==> src/rtl/mux_sel_rr_arbiter.sv <==
// Round-robin arbiter for four requesters sharing one resource through a 4:1 mux.
// Grants are registered and one-hot; an owner may hold the grant, bounded by MAX_HOLD while others wait.
module mux_sel_rr_arbiter #(
    parameter int MAX_HOLD = 8,
    parameter int CNT_W    = 4
) (
    input  logic       clk,
    input  logic       reset,
    input  logic [3:0] req,
    output logic [3:0] gnt,
    output logic [1:0] sel,
    output logic       busy,
    output logic [1:0] owner_id
);

    typedef enum logic {IDLE, GRANT} state_t;

    state_t             state, state_nxt;
    logic [1:0]         ptr, ptr_nxt;
    logic [1:0]         sel_nxt;
    logic [3:0]         gnt_nxt;
    logic [CNT_W-1:0]   cnt, cnt_nxt;
    logic [3:0]         others;
    logic [1:0]         win_all;
    logic [1:0]         win_others;

    // First set bit of r searching upward from p, wrapping mod 4; caller guarantees r != 0.
    function automatic logic [1:0] pick(input logic [3:0] r, input logic [1:0] p);
        logic [1:0] idx;
        pick = p;
        for (int k = 3; k >= 0; k--) begin
            idx = p + 2'(k);
            if (r[idx]) pick = idx;
        end
    endfunction

    always_comb begin
        state_nxt  = state;
        gnt_nxt    = gnt;
        sel_nxt    = sel;
        ptr_nxt    = ptr;
        cnt_nxt    = cnt;
        others     = req & ~(4'b0001 << sel);
        win_all    = pick(req, ptr);
        win_others = pick(others, ptr);

        case (state)
            IDLE: begin
                if (req != 4'b0000) begin
                    state_nxt = GRANT;
                    gnt_nxt   = 4'b0001 << win_all;
                    sel_nxt   = win_all;
                    ptr_nxt   = win_all + 2'd1;
                    cnt_nxt   = '0;
                end else begin
                    gnt_nxt   = 4'b0000;
                end
            end
            GRANT: begin
                if (!req[sel]) begin
                    cnt_nxt = '0;
                    if (others != 4'b0000) begin
                        gnt_nxt = 4'b0001 << win_all;
                        sel_nxt = win_all;
                        ptr_nxt = win_all + 2'd1;
                    end else begin
                        state_nxt = IDLE;
                        gnt_nxt   = 4'b0000;
                    end
                end else if (others != 4'b0000) begin
                    // Hold time only accumulates while somebody else is waiting.
                    if (cnt == CNT_W'(MAX_HOLD - 1)) begin
                        gnt_nxt = 4'b0001 << win_others;
                        sel_nxt = win_others;
                        ptr_nxt = win_others + 2'd1;
                        cnt_nxt = '0;
                    end else begin
                        cnt_nxt = cnt + 1'b1;
                    end
                end else begin
                    cnt_nxt = '0;
                end
            end
            default: begin
                state_nxt = IDLE;
                gnt_nxt   = 4'b0000;
            end
        endcase
    end

    always_ff @(posedge clk) begin
        if (reset) begin
            state <= IDLE;
            gnt   <= 4'b0000;
            sel   <= 2'd0;
            ptr   <= 2'd0;
            cnt   <= '0;
        end else begin
            state <= state_nxt;
            gnt   <= gnt_nxt;
            sel   <= sel_nxt;
            ptr   <= ptr_nxt;
            cnt   <= cnt_nxt;
        end
    end

    assign busy     = |gnt;
    assign owner_id = sel;

endmodule

==> config.mk <==
export PLATFORM = sky130hd
export DESIGN_NAME = mux_sel_rr_arbiter
export DESIGN_NICKNAME = d
export VERILOG_FILES = /design/src/rtl/mux_sel_rr_arbiter.sv
export SDC_FILE = /design/constraint.sdc
export NUM_CORES = 1
export LEC_CHECK = 0
export CAP_MARGIN = 10
export CORE_MARGIN = 2
export CORE_UTILIZATION = 30
export CTS_CLUSTER_DIAMETER = 80
export DETAILED_ROUTE_END_ITERATION = 16
export PLACE_DENSITY = 0.61
export SYNTH_ARGS = -nofsm -noshare
export SYNTH_HDL_FRONTEND = slang
export SYNTH_SLANG_ARGS = --single-unit
==> constraint.sdc <==
create_clock -name clk -period 1.94 [get_ports clk]
set_input_delay 0.485 -clock clk [delete_from_list [all_inputs] [get_ports clk]]
set_output_delay 0.485 -clock clk [all_outputs]
set_load 0.01 [all_outputs]
==> results of run 1 <==
[tightest hold or removal path, stage by stage (launching register included)]
cell and delay (ns):
dfxtp_1 0.35, a31oi_1 0.10, o41ai_2 0.05
[layout make-up]
| cell class | instances | area share (%) |
|---|---|---|
| Multi-Input combinational cell | 113 | 50.32 |
| Clock buffer | 4 | 2.116 |
| Inverter | 11 | 1.940 |
| Timing Repair Buffer | 71 | 30.04 |
| Sequential cell | 13 | 12.76 |
| Tap cell | 48 | 2.822 |
[metal layers]
| layer | up-vias | track usage, % | share of wire [%] | wire length [microns] |
|---|---|---|---|---|
| li1 | 679 | - | - | - |
| met1 | 711 | 24.21 | 42 | 1804 |
| met2 | 45 | 35.13 | 52 | 2260 |
| met3 | 15 | 3.209 | 3.1 | 136 |
| met4 | 0 | 10.46 | 3.3 | 144 |
| met5 | - | 0 | 0 | 0 |
[worst max-delay path by stage]
stage | endpoint | start | slack, ns | depth (start not counted)
floorplan | gnt[2]$_SDFFE_PP0P_ | req[2] | -0.09 | 12
global placement | ptr[0]$_SDFFE_PP0P_ | req[0] | -0.70 | 7
detailed placement | owner_id[1]$_SDFFE_PP0P_ | req[0] | -0.74 | 7
CTS | owner_id[1]$_SDFFE_PP0P_ | owner_id[1]$_SDFFE_PP0P_ | -0.11 | 6
global route | gnt[2]$_SDFFE_PP0P_ | ptr[0]$_SDFFE_PP0P_ | -0.30 | 12
finish | gnt[2]$_SDFFE_PP0P_ | ptr[0]$_SDFFE_PP0P_ | -0.14 | 12
[registers in the layout (all words and copies together), names as in the netlist]
| register | cells |
|---|---|
| cnt | 4 |
| gnt | 4 |
| owner_id | 2 |
| ptr | 2 |
| state | 1 |
[kinds of logic (layout without fill, tap and decap cells)]
family,count (synthesis),after routing
AO/OA/AOI/OAI,51,51
XOR/XNOR,1,1
adder cells (fa/ha/maj),6,6
buffers and inverters,21,86
flip-flops,13,13
multiplexers,4,4
AND/OR/NAND/NOR,51,51
[placed cells by master, fill, tap and decap left out, types with 3 or more instances in the layout]
master           instances
nand2_2                  4
nor2_1                  12
buf_4                   46
a21oi_1                  3
clkbuf_8                 3
ha_1                     4
a211oi_2                 3
inv_1                   10
dfxtp_1                 10
nor3_1                   3
dfxtp_4                  3
o21ai_2                  3
clkdlybuf4s50_1          7
buf_2                    3
nand2_1                  6
nand3_1                  5
a21oi_2                  8
nor3b_1                  3
buf_6                    6
[power groups by stage]
stage | registers, uW | clock network [uW] | logic [uW]
after floorplan | 348 | 0 | 401
after global placement | 348 | 0 | 699
after detailed placement | 348 | 0 | 710
after CTS | 349 | 262 | 976
after global routing | 361 | 269 | 1150
final | 357 | 250 | 1080
[timing repair]
item / in CTS / in global routing
gates cloned: 0 / 1
pin swaps: 18 / 15
buffers inserted: 20 / 1
resized for setup: 63 / 16
setup endpoints to repair: 13 / 12
[stage by stage]
| stage | TNS (ns) | cell area (sq um) | total power (uW) | hold WS (ns) |
|---|---|---|---|---|
| after floorplan | -0.1760 | 1227 | 748.5 | 0.4719 |
| after global placement | -7.066 | 1620 | 1047 | 0.4994 |
| after detailed placement | -7.617 | 1620 | 1058 | 0.4947 |
| after CTS | -0.4424 | 2031 | 1587 | 0.5201 |
| after global routing | -1.656 | 2128 | 1783 | 0.5643 |
| final | -0.8014 | 2128 | 1691 | 0.5363 |
==> report_table.html, run 1 <==
<table>
<tr><th>Metric</th><th>Value</th></tr>
<tr><th colspan="2">Status</th></tr>
<tr><td>Outcome</td><td>finished with violations</td></tr>
<tr><td>Violated checks</td><td>setup timing</td></tr>
<tr><th colspan="2">Clock tree</th></tr>
<tr><td>Clock slew seen by the registers of the worst setup and hold paths</td><td>0.06 ns</td></tr>
<tr><td>TritonCTS clock tree</td><td>built</td></tr>
<tr><td>Hold-fix buffer count after cts</td><td>0</td></tr>
<tr><td>Sinks on the clock net</td><td>13</td></tr>
<tr><td>CTS Buf Count</td><td>3</td></tr>
<tr><td>Largest buffer count on any clock path</td><td>2</td></tr>
<tr><td>Cell chosen for the clock root</td><td>clkbuf_8</td></tr>
<tr><td>Latest clock arrival within the worst-skew pair</td><td>0.25 ns</td></tr>
<tr><td>CTS H-tree lvls</td><td>1</td></tr>
<tr><th colspan="2">Yosys</th></tr>
<tr><td>Adder and majority cell fraction of the synthesized area</td><td>6.329%</td></tr>
<tr><td>Area share of the largest cell type after synthesis</td><td>21.94%</td></tr>
<tr><td>Most used standard cell by instance count after synthesis</td><td>nor2_1</td></tr>
<tr><td>Syn Nets</td><td>159</td></tr>
<tr><td>Area leader, netlist</td><td>dfxtp_1</td></tr>
<tr><td>Post-synth ARST share</td><td>0%</td></tr>
<tr><td>Dominant register cell in the synthesized netlist</td><td>dfxtp_1</td></tr>
<tr><td>Main combinational cell family by area after synthesis</td><td>compound AO/OA/AOI/OAI gates</td></tr>
<tr><td>Xor/xnor cell area share of the yosys netlist</td><td>0.7384%</td></tr>
<tr><td>Mean Syn Cell Area</td><td>8.069 sq um</td></tr>
<tr><td>Portion of the post-synthesis area used by sequential elements</td><td>21.94%</td></tr>
<tr><td>Cell types occupying the most area after synthesis</td><td>dfxtp_1 (22%), ha_1 (6.3%), a21oi_1 (4.6%), nor2_1 (4.4%), buf_6 (3.8%)</td></tr>
<tr><td>Syn Inst Count</td><td>147</td></tr>
<tr><td>Simple-gate share of the synthesized area</td><td>23.52%</td></tr>
<tr><td>Synthesized-area fraction occupied by ao, oa, aoi and oai cells</td><td>31.86%</td></tr>
<tr><td>Total of flip-flops plus latches after synthesis</td><td>13</td></tr>
<tr><td>Summed instance area of the synthesized netlist</td><td>1186 sq um</td></tr>
<tr><td>Top post-synthesis cells by count</td><td>nor2_1 (14), dfxtp_1 (13), a21oi_1 (11), inv_1 (11), nand2_1 (9)</td></tr>
<tr><td>Count of unique library cells instantiated by Yosys</td><td>57</td></tr>
<tr><td>Ys Warns</td><td>0</td></tr>
<tr><td>Mux cell area share after synthesis</td><td>4.430%</td></tr>
<tr><td>Number of enable-type register cells in the synthesized netlist</td><td>0</td></tr>
<tr><th colspan="2">Pwr</th></tr>
<tr><td>Power per cell area</td><td>794.6 nW/um^2</td></tr>
<tr><td>Switching portion of total power</td><td>38.73%</td></tr>
<tr><td>Net load switching power</td><td>655.0 uW</td></tr>
<tr><td>Sequential Power Share</td><td>21.1%</td></tr>
<tr><td>Proportion of power drawn by combinational gates</td><td>64.1%</td></tr>
<tr><td>Peak ir drop on the vdd network</td><td>0.4243 mV</td></tr>
<tr><td>Share of total power in the clock network</td><td>14.8%</td></tr>
<tr><td>Cell-internal power</td><td>1036 uW</td></tr>
<tr><td>Leakage power summed over all cells</td><td>0.0008899 uW</td></tr>
<tr><th colspan="2">Final layout</th></tr>
<tr><td>Seq. cell area</td><td>271.5 sq um</td></tr>
<tr><td>Final design utilization</td><td>56.85%</td></tr>
<tr><td>Total number of nets in the final design</td><td>225</td></tr>
<tr><td>Count of non-filler cells in the finished layout</td><td>260</td></tr>
<tr><td>Fraction of layout instances using a drive strength above 1</td><td>58.49%</td></tr>
<tr><td>Filler Cells Inserted</td><td>318</td></tr>
<tr><td>Layout Area Growth over Synthesis</td><td>79.43%</td></tr>
<tr><td>Area of the multi-input gates</td><td>1071 sq um</td></tr>
<tr><td>Antenna fix cells</td><td>0</td></tr>
<tr><th colspan="2">Setup path</th></tr>
<tr><td>Largest stage delay on the critical path</td><td>0.44 ns</td></tr>
<tr><td>Total buffers and inverters traversed by the critical path</td><td>3</td></tr>
<tr><td>Worst Reg-to-Reg Cells</td><td>12</td></tr>
<tr><td>Reg2reg setup slack</td><td>-0.14 ns</td></tr>
<tr><td>Category of the worst setup path launch point</td><td>flip-flop</td></tr>
<tr><td>Worst-path fanout max</td><td>6</td></tr>
<tr><td>Critical Path RT</td><td>2.08 ns</td></tr>
<tr><td>Worst path cell trace</td><td>buf_12, nor2b_2, buf_4, a211oi_1, a21oi_1, nand2_2, inv_2, ha_4, nand2_1, o21ai_1, a221oi_2, nor3_1</td></tr>
<tr><td>Critical setup path kind</td><td>flip-flop to flip-flop</td></tr>
<tr><td>Worst r2r src</td><td>ptr[0]$_SDFFE_PP0P_</td></tr>
<tr><td>Critical-path top delay cell</td><td>dfxtp_4</td></tr>
<tr><td>CP endpoint kind</td><td>flip-flop</td></tr>
<tr><td>Reg2reg end</td><td>gnt[2]$_SDFFE_PP0P_</td></tr>
<tr><td>Gate family responsible for the most delay along the worst path</td><td>compound AO/OA/AOI/OAI gates</td></tr>
<tr><td>Crit path arrival time</td><td>2.22 ns</td></tr>
<tr><th colspan="2">Floorplanning</th></tr>
<tr><td>Number of top-level pins</td><td>15</td></tr>
<tr><td>Starting density of the core</td><td>31.68%</td></tr>
<tr><td>FP Rows</td><td>22</td></tr>
<tr><td>X dimension of the die</td><td>66.88 microns</td></tr>
<tr><td>Die outline height</td><td>66.88 microns</td></tr>
<tr><td>Std-Cell Core Area</td><td>3744 sq um</td></tr>
<tr><td>Die Outline Area</td><td>4473 sq um</td></tr>
<tr><th colspan="2">Route</th></tr>
<tr><td>Remaining number of nets flagged by the antenna check after routing</td><td>0</td></tr>
<tr><td>Total wire length after detailed routing</td><td>4346 microns</td></tr>
<tr><td>Post-DR vias/cell</td><td>5.577</td></tr>
<tr><td>Number of vias after detailed routing</td><td>1,450</td></tr>
<tr><td>DR iter-0 viols</td><td>67</td></tr>
<tr><td>Detailed-router iteration count before antenna repair</td><td>4</td></tr>
<tr><td>Routed length per instance</td><td>16.72 microns</td></tr>
<tr><td>Number of DRC violations after detailed routing</td><td>0</td></tr>
<tr><th colspan="2">Timing</th></tr>
<tr><td>Maximum clock frequency</td><td>0.4811 GHz</td></tr>
<tr><td>Final clock skew</td><td>0.003133 ns</td></tr>
<tr><td>Worst slew margin relative to its limit</td><td>73.34%</td></tr>
<tr><td>Number of setup violations in the final report</td><td>9</td></tr>
<tr><td>Setup slack of the critical path after layout</td><td>-0.1387 ns</td></tr>
<tr><td>Tmin final</td><td>2.079 ns</td></tr>
<tr><td>Unrepaired setup endpoints after global routing</td><td>true</td></tr>
<tr><td>Number of hold violations in the final report</td><td>0</td></tr>
<tr><td>Final slew viol count</td><td>0</td></tr>
<tr><td>Slew at the pin closest to its max-slew limit</td><td>0.3994 ns</td></tr>
<tr><td>Post-route clock period utilization</td><td>107.2%</td></tr>
<tr><th colspan="2">Worst hold path</th></tr>
<tr><td>Beginning of the worst hold path</td><td>gnt[3]$_SDFFE_PP0P_</td></tr>
<tr><td>Min-Delay Path Depth</td><td>2</td></tr>
<tr><td>Endpoint of the worst hold path</td><td>gnt[3]$_SDFFE_PP0P_</td></tr>
<tr><td>Tightest Hold Check Type</td><td>flip-flop to flip-flop</td></tr>
<tr><th colspan="2">Global route</th></tr>
<tr><td>Global-route wire length before repair</td><td>6879 microns</td></tr>
<tr><td>Number of global-route vias before repair</td><td>1,467</td></tr>
<tr><td>Global-route usage over all layers</td><td>20.39%</td></tr>
<tr><td>Initial antenna violation count</td><td>0</td></tr>
<tr><td>Pin count of the biggest net entering global routing</td><td>14</td></tr>
<tr><td>Gr ovfl total</td><td>0</td></tr>
<tr><th colspan="2">Place</th></tr>
<tr><td>Port Buffer Count</td><td>14</td></tr>
<tr><td>Last weighted congestion value of the routability-driven placer</td><td>1.006</td></tr>
<tr><td>Hpwl dp</td><td>2560 microns</td></tr>
<tr><td>Cell count after placement</td><td>234</td></tr>
<tr><td>Place WS</td><td>-0.7386 ns</td></tr>
<tr><th colspan="2">Flow run</th></tr>
<tr><td>Max-cap violation count</td><td>0</td></tr>
</table>
Note: power is estimated with default switching activity, not from simulation.
==> run 2, diff against run 1 <==
Settings changed: CELL_PAD_IN_SITES_DETAIL_PLACEMENT set to 0, CELL_PAD_IN_SITES_GLOBAL_PLACEMENT set to 1, PLACE_DENSITY 0.61 to 0.74, REMOVE_ABC_BUFFERS set to 1.
==> report_table.html, run 2 (synthesized netlist as in run 1, its figures left out) <==
<table>
<tr><th>Metric</th><th>Value</th></tr>
<tr><th colspan="2">Status</th></tr>
<tr><td>Violated checks</td><td>setup timing</td></tr>
<tr><td>Outcome</td><td>finished with violations</td></tr>
<tr><th colspan="2">Timing</th></tr>
<tr><td>Final clock skew</td><td>0.006284 ns (+0.003151 ns)</td></tr>
<tr><td>Tmin final</td><td>2.083 ns (+0.004310 ns)</td></tr>
<tr><td>Number of setup violations in the final report</td><td>10 (+1)</td></tr>
<tr><td>Maximum clock frequency</td><td>0.4801 GHz (-0.21%)</td></tr>
<tr><td>Number of hold violations in the final report</td><td>0 (unchanged)</td></tr>
<tr><td>Worst slew margin relative to its limit</td><td>72.34% (-1.0 points)</td></tr>
<tr><td>Unrepaired setup endpoints after global routing</td><td>true</td></tr>
<tr><td>Final setup TNS</td><td>-0.7190 ns (+0.08242 ns)</td></tr>
<tr><td>Final slew viol count</td><td>0 (unchanged)</td></tr>
<tr><td>Slew at the pin closest to its max-slew limit</td><td>0.4134 ns (+0.01404 ns)</td></tr>
<tr><td>Setup slack of the critical path after layout</td><td>-0.1430 ns (-0.004310 ns)</td></tr>
<tr><td>Post-route clock period utilization</td><td>107.4% (+0.22 points)</td></tr>
<tr><th colspan="2">Global route</th></tr>
<tr><td>Number of global-route vias before repair</td><td>1,436 (-2.1%)</td></tr>
<tr><td>Gr ovfl total</td><td>0 (unchanged)</td></tr>
<tr><td>Pin count of the biggest net entering global routing</td><td>14 (unchanged)</td></tr>
<tr><td>Global-route wire length before repair</td><td>6844 microns (-0.51%)</td></tr>
<tr><td>Initial antenna violation count</td><td>0 (unchanged)</td></tr>
<tr><td>Global-route usage over all layers</td><td>19.98% (-0.42 points)</td></tr>
<tr><th colspan="2">Route</th></tr>
<tr><td>Routed met1 length</td><td>1796 microns (-0.44%)</td></tr>
<tr><td>DR iter-0 viols</td><td>46 (-31%)</td></tr>
<tr><td>Detailed-router iteration count before antenna repair</td><td>4 (unchanged)</td></tr>
<tr><td>Number of vias after detailed routing</td><td>1,432 (-1.2%)</td></tr>
<tr><td>Remaining number of nets flagged by the antenna check after routing</td><td>0 (unchanged)</td></tr>
<tr><td>Uppermost routed layer</td><td>met4</td></tr>
<tr><td>Metal3 WL</td><td>175 microns (+29%)</td></tr>
<tr><td>Routed length per instance</td><td>16.93 microns (+1.3%)</td></tr>
<tr><td>Post-DR vias/cell</td><td>5.487 (-1.6%)</td></tr>
<tr><td>Number of DRC violations after detailed routing</td><td>0 (unchanged)</td></tr>
<tr><td>Total wire length after detailed routing</td><td>4420 microns (+1.7%)</td></tr>
<tr><td>Length of routed met2 wiring</td><td>2311 microns (+2.3%)</td></tr>
<tr><th colspan="2">Setup path</th></tr>
<tr><td>Crit path arrival time</td><td>2.22 ns (about the same)</td></tr>
<tr><td>Critical setup path kind</td><td>flip-flop to flip-flop</td></tr>
<tr><td>CP endpoint kind</td><td>flip-flop</td></tr>
<tr><td>Category of the worst setup path launch point</td><td>flip-flop</td></tr>
<tr><td>Critical Path RT</td><td>2.08 ns (about the same)</td></tr>
<tr><td>Worst-path fanout max</td><td>8 (+2)</td></tr>
<tr><th colspan="2">Flow run</th></tr>
<tr><td>Max-cap violation count</td><td>0 (unchanged)</td></tr>
<tr><th colspan="2">Pwr</th></tr>
<tr><td>Total design power</td><td>1686 uW (-0.32%)</td></tr>
<tr><td>Power per cell area</td><td>795.3 nW/um^2 (about the same)</td></tr>
<tr><td>Peak ir drop on the vdd network</td><td>0.2966 mV (-30%)</td></tr>
<tr><td>Leakage power summed over all cells</td><td>0.0008548 uW (-3.9%)</td></tr>
<tr><th colspan="2">Clock tree</th></tr>
<tr><td>Clock slew seen by the registers of the worst setup and hold paths</td><td>0.06 ns (about the same)</td></tr>
<tr><td>TritonCTS clock tree</td><td>built</td></tr>
<tr><td>CTS Buf Count</td><td>3 (unchanged)</td></tr>
<tr><td>Largest buffer count on any clock path</td><td>2 (unchanged)</td></tr>
<tr><td>Latest clock arrival within the worst-skew pair</td><td>0.25 ns (about the same)</td></tr>
<tr><td>Cell chosen for the clock root</td><td>clkbuf_8</td></tr>
<tr><td>CTS H-tree lvls</td><td>1 (unchanged)</td></tr>
<tr><td>Sinks on the clock net</td><td>13 (unchanged)</td></tr>
<tr><td>Hold-fix buffer count after cts</td><td>0 (unchanged)</td></tr>
<tr><th colspan="2">Floorplanning</th></tr>
<tr><td>Starting density of the core</td><td>31.68% (unchanged)</td></tr>
<tr><td>X dimension of the die</td><td>66.88 microns (unchanged)</td></tr>
<tr><td>Std-Cell Core Area</td><td>3744 sq um (unchanged)</td></tr>
<tr><td>FP Rows</td><td>22 (unchanged)</td></tr>
<tr><td>Die Outline Area</td><td>4473 sq um (unchanged)</td></tr>
<tr><td>Die outline height</td><td>66.88 microns (unchanged)</td></tr>
<tr><td>Number of top-level pins</td><td>15 (unchanged)</td></tr>
<tr><th colspan="2">Final layout</th></tr>
<tr><td>Fraction of layout instances using a drive strength above 1</td><td>57.75% (-0.74 points)</td></tr>
<tr><td>Seq. cell area</td><td>269.0 sq um (-0.92%)</td></tr>
<tr><td>Registers with the most flip-flops</td><td>cnt (4), gnt (4)</td></tr>
<tr><td>Total number of nets in the final design</td><td>226 (+0.44%)</td></tr>
<tr><td>Layout Area Growth over Synthesis</td><td>78.69%</td></tr>
<tr><td>Commonest non-fill, non-tap cell in the layout</td><td>buf_4</td></tr>
<tr><td>Commonest non-fill, non-tap cells in the layout</td><td>buf_4 (49), nor2_1 (13), inv_1 (10), dfxtp_1 (10), clkdlybuf4s50_1 (9)</td></tr>
<tr><td>Filler Cells Inserted</td><td>306 (-3.8%)</td></tr>
<tr><td>Area of the multi-input gates</td><td>1101 sq um (+2.8%)</td></tr>
<tr><td>Post-route standard cell area excluding fillers</td><td>2120 sq um (-0.41%)</td></tr>
<tr><td>Antenna fix cells</td><td>0 (unchanged)</td></tr>
<tr><td>Count of non-filler cells in the finished layout</td><td>261 (+0.38%)</td></tr>
<tr><th colspan="2">Place</th></tr>
<tr><td>Post-Place Cell Area</td><td>1588 sq um (-2.0%)</td></tr>
<tr><td>Hpwl dp</td><td>2645 microns (+3.3%)</td></tr>
<tr><td>Last weighted congestion value of the routability-driven placer</td><td>0.9612 (-4.5%)</td></tr>
<tr><td>Cell count after placement</td><td>238 (+1.7%)</td></tr>
<tr><td>Port Buffer Count</td><td>14 (unchanged)</td></tr>
<tr><td>Place WS</td><td>-0.8362 ns (-0.09754 ns)</td></tr>
<tr><th colspan="2">Worst hold path</th></tr>
<tr><td>Tightest Hold Check Type</td><td>flip-flop to flip-flop</td></tr>
</table>
## run 2: worst max-delay path, stage by stage (launching register included)
cell	delay (ns)
dfxtp_4	0.39
buf_8	0.14
mux2i_4	0.28
a21oi_4	0.07
buf_4	0.16
a21oi_4	0.13
o22ai_4	0.09
nand2_2	0.09
inv_2	0.05
ha_4	0.15
nand2_1	0.04
o21ai_1	0.07
a221oi_2	0.23
nor3_1	0.07
## run 2: what timing repair did
item / 4_1_cts / 5_1_grt
cloned: 1 / 0
setup buffers: 17 / 1
gates resized for setup: 73 / 24
pin swaps: 18 / 7
endpoints found under the setup margin: 13 / 11
## run 2: area by class of cell
type	count	share of cell area, %
Multi-Input combinational cell	113	51.95
Timing Repair Buffer	72	28.45
Sequential cell	13	12.69
Tap cell	48	2.834
Clock buffer	4	2.125
Inverter	11	1.948
## run 2: path summary, 6_finish.rpt
check | from | end | slack (ns) | cells after the start
hold reg to reg | gnt[0]$_SDFFE_PP0P_ | gnt[0]$_SDFFE_PP0P_ | 0.53 | 2
hold / removal | gnt[0]$_SDFFE_PP0P_ | gnt[0]$_SDFFE_PP0P_ | 0.53 | 2
setup reg to reg | ptr[0]$_SDFFE_PP0P_ | gnt[2]$_SDFFE_PP0P_ | -0.14 | 13
setup / recovery | ptr[0]$_SDFFE_PP0P_ | gnt[2]$_SDFFE_PP0P_ | -0.14 | 13
## run 2: report_power, final
part / switching (uW) / internal [uW] / total (uW) / leakage (uW)
Clock: 104 / 145 / 249 / 0.0000228
Sequential: 43.8 / 303 / 347 / 0.000108
Combinational: 513 / 577 / 1090 / 0.000724
Total: 660 / 1030 / 1690 / 0.000855
## run 2: through the flow
step,hold slack (ns),utilization [%]
finish,0.5271,56.62
global route,0.5621,56.62
CTS,0.5341,52.74
detailed placement,0.5009,42.41
global placement,0.4949,42.41
floorplan,0.4659,-
## run 2: routing by layer
layer | vias to the layer above | global-route usage (%)
li1 | 680 | -
met1 | 692 | 24.54
met2 | 46 | 35.25
met3 | 14 | 2.365
met4 | 0 | 7.653
met5 | - | 0
